## config.mk

```make
export PLATFORM = sky130hd
export DESIGN_NAME = irq_capture
export DESIGN_NICKNAME = d
export VERILOG_FILES = /design/src/rtl/irq_capture.sv
export SDC_FILE = /design/constraint.sdc
export NUM_CORES = 1
export LEC_CHECK = 0
export BUFFER_PORTS_ARGS = -buffer_cell sky130_fd_sc_hd__buf_4
export CAP_MARGIN = 40
export CORE_MARGIN = 3
export CORE_UTILIZATION = 55
export CTS_CLUSTER_DIAMETER = 120
export DETAILED_ROUTE_END_ITERATION = 6
export GPL_TIMING_DRIVEN = 0
export PLACE_DENSITY = 0.91
export REMOVE_ABC_BUFFERS = 1
export SLEW_MARGIN = 20
export SYNTH_ARGS = -nofsm -noshare
export SYNTH_HDL_FRONTEND = slang
export SYNTH_SLANG_ARGS = --single-unit
```

## constraint.sdc

```tcl
create_clock -name clk -period 4.3 [get_ports clk]
set_clock_uncertainty 0.05 [all_clocks]
set_input_delay 0 -clock clk [delete_from_list [all_inputs] [get_ports clk]]
set_output_delay 0 -clock clk [all_outputs]
set_load 0.05 [all_outputs]
```

## src/rtl/irq_capture.sv

```systemverilog
// Request capture ahead of the priority encoder: sync, edge/level detect,
// pending/mask registers, ack-by-code clear and sticky lost flags.
module irq_capture #(
  parameter int          N         = 8,
  parameter int          CW        = 3,
  parameter int          EDGE_MODE = 1,
  parameter logic [N-1:0] MASK_RST = 8'hFF
) (
  input  logic          clk,
  input  logic          rst_n,
  input  logic [N-1:0]  req,
  input  logic          mask_we,
  input  logic [N-1:0]  mask_wdata,
  output logic [N-1:0]  pend,
  output logic          irq_valid,
  input  logic          ack,
  input  logic [CW-1:0] ack_code,
  output logic [N-1:0]  lost,
  input  logic          lost_clr
);

  logic [N-1:0] s1, s2, p;
  logic [N-1:0] pending, mask, lost_q;
  logic [N-1:0] ev, ackv;
  logic [N-1:0] pending_nx, lost_nx;

  always_comb begin
    ackv = '0;
    for (int i = 0; i < N; i++)
      ackv[i] = ack && (ack_code == CW'(i));
  end

  generate
    if (EDGE_MODE != 0) begin : g_edge
      assign ev = s2 & ~p;
      // a fresh event on an acked bit replaces the serviced one
      assign lost_nx = (lost_q & ~{N{lost_clr}})
                     | (ev & pending & ~ackv);
    end else begin : g_level
      assign ev      = s2;
      assign lost_nx = '0;
    end
  endgenerate

  assign pending_nx = ev | (pending & ~ackv);

  always_ff @(posedge clk) begin
    if (!rst_n) begin
      s1      <= '0;
      s2      <= '0;
      p       <= '0;
      pending <= '0;
      lost_q  <= '0;
      mask    <= MASK_RST;
    end else begin
      s1      <= req;
      s2      <= s1;
      p       <= s2;
      pending <= pending_nx;
      lost_q  <= lost_nx;
      if (mask_we)
        mask <= mask_wdata;
    end
  end

  assign pend      = pending & mask;
  assign irq_valid = |pend;
  assign lost      = lost_q;

endmodule

```

==> results.md <==
- Status: complete, no violations
- Power per Cell Area: 342 nW/µm²
- Number of vias per cell: 5.44
- Initial Utilization: 0.583
- Period utilisation layout: 0.516
- Global-route wire length before repair: 6.88 mm
- Sequential share of the synthesized area: 0.593
- Deepest clock path buffer count: 2
- Initial antenna violation count: 0
- Top Usage Layer GRT: met2
- Antenna Nets Post-Route: 0
- Top_reg_cell synth: dfxtp_1
- Fin crit period: 2220 ps
- Share of cells above drive strength 1: 0.219
- H-tree Lvls: 2
- Num rows: 19
- Fin cells: 259
- Most frequent CP cell: or4_1
- Worst path bufs/invs: 1
- Most frequent cells in the layout: dfxtp_1, buf_4, dlygate4sd3_1
- Asr flop ratio synth: 0
- Fillers: 126
- CTS clock-pin slew for the worst setup and hold paths: 140 ps
- Warning count from the yosys run: 0
- Delay-heaviest family, CP: simple AND/OR/NAND/NOR gates
- Root buffer cell: clkbuf_4
- Crit path required time: 4250 ps
- CTS tree: built
- Sink Count: 48
- Post-route setup TNS: 0 ps
- RSZ-0062 raised after global routing: no
- Net Sw Power: 0.211 mW
- Fin worst setup slack: 2080 ps
- Max Cap Viol: 0
- Post-synth top area share: 0.593
- CP Max Fanout: 2
- Worst-Margin Slew: 697 ps
- Vias: 1410
- Crit path capture type: output port
- Synth cell types: 15
- CP max-delay cell: or4_1
- Clock Power Share: 0.252
- DP Wirelength: 2.11 mm
- Die Wd: 60.3 µm
- Cell taking the most area after synthesis: dfxtp_1
- Post-synth EDFFs: 0
- P_int: 0.591 mW
- Count of final setup violators: 0
- Placer Congestion: 0.757
- Most common cell after layout, fill and taps aside: dfxtp_1
- Met2 capacity usage during global routing: 0.432
- Die Height: 60.3 µm
- Die area: 3640 µm²
- CP arrival: 2170 ps
- Met1 Track Usage GR: 0.292
- Post-Place Cells: 215
- Largest net degree at the start of global routing: 50
- Avg WL per Cell: 16.3 µm
- Final WL: 4.22 mm
- Hold_ws: 9.08 ps
- Diode count: 0
- Area delta synth->final: 44.8%
- Total GRT Usage: 0.264
- CP peak stage delay: 540 ps
- Pre-CTS setup slack: 2620 ps
- Combinational power share: 0.161
- Final Hold Vio Count: 0
- Cells after synthesis: 152
- Switching fraction of total power: 0.263
- Met3 usage: 0.102
- Leak: 1.12 nW
- Pre-antenna DRT Iters: 4
- Critical path type: reg2out
- Synth Area per Inst: 10.7 µm²
- IO Pins: 41
- Congestion Overflow GR: 0
- DRC Markers: 0
- Worst-skew pair later-pin latency: 360 ps
- Synth Register Bits: 48
- Port Buffers: 40
- Maximum VDD drop: 0.376 mV
- TritonCTS buffer count: 5
- Sequential Power Share: 0.587
- Vias in the first global route: 1510
- First DRT Iteration DRCs: 72
- Layout Nets: 251
- Final Max Slew Viols: 0
- Slew HR: 0.535
- Post-DP Area: 1930 µm²
- Startpoint Class: flip-flop
- Placeable Area: 2780 µm²
- Design Area, Final: 2350 µm²
- FMAX: 451 MHz
- HP Class: in2reg
- Dominant cells by area after synthesis: dfxtp_1, and2_1, mux2i_1, a22o_1, a21o_1
- Syn Std Cell Area: 1620 µm²
- CP Cell Sequence: and2_4 > or4_1 > or4_1 > buf_4
## cell families after synthesis
group	synth area share
buffers and inverters	0.0255
multiplexers	0.0494
AO/OA/AOI/OAI	0.120
flip-flops	0.593
AND/OR/NAND/NOR	0.212
## Yosys cell counts, drive strengths merged (2+ instances only)
library cell,n
a21o,8
a22o,8
a31oi,2
a41oi,6
and2,32
clkbuf,8
dfxtp,48
inv,3
mux2i,8
nand2,16
nor2b,9
or4,2
## power by group through the flow
| stage | Sequential [mW] | Clock [mW] | Combinational (mW) |
|---|---|---|---|
| detailed placement | 0.480 | 0 | 0.0928 |
| finish | 0.471 | 0.202 | 0.129 |
| global route | 0.474 | 0.230 | 0.138 |
| CTS | 0.470 | 0.205 | 0.121 |
| global placement | 0.479 | 0 | 0.0900 |
| floorplan | 0.479 | 0 | 0.0511 |
## layer usage
| metal | vias to the layer above | share of wire |
|---|---|---|
| li1 | 659 | - |
| met1 | 636 | 0.37 |
| met2 | 92 | 0.49 |
| met3 | 23 | 0.098 |
| met4 | 0 | 0.045 |
| met5 | - | 0 |
## area by class of cell
cell class                 instances  area [µm²]  area share
sequential                        48         961       0.409
timing repair buffer              76         661       0.281
multi-input combinational         93         619       0.264
tap                               31        38.8      0.0165
clock buffer                       5        37.5      0.0160
clock inverter                     3        18.8     0.00800
inverter                           3        11.3     0.00480
## registers in the layout (all words and copies together), names as in the netlist
register / cells
s1: 8
p: 8
lost: 8
pending: 8
mask: 8
s2: 8
## per-stage QoR
step           total power, mW   util
2_1_floorplan            0.531      -
3_3_place_gp             0.569  0.694
3_5_place_dp             0.573  0.694
4_1_cts                  0.796  0.840
5_1_grt                  0.842  0.844
6_report                 0.802  0.844
## worst register-to-register path, cell delays in order (launching register included)
cell,delay (ps)
dfxtp_1,340
mux2i_1,110
dlygate4sd3_1,610
nand2_1,90
dlygate4sd3_1,590
## timing repair
action / 4_1_cts / 5_1_grt
setup buffers: 0 / 0
setup endpoints to repair: 0 / 0
endpoints found under the hold margin: 20 / 1
hold buffers: 35 / 1
resized for setup: 0 / 0
## path summary, 6_finish.rpt
kind / depth (start not counted) / start / slack, ps / endpoint
max: 4 / pending[6] / 2080 / irq_valid
min: 3 / ack_code[0] / 9 / pending[7]
max reg2reg: 4 / mask[2] / 2420 / mask[2]
min reg2reg: 1 / s1[1] / 390 / s2[1]
No activity file was read; power rests on OpenSTA's default activity.
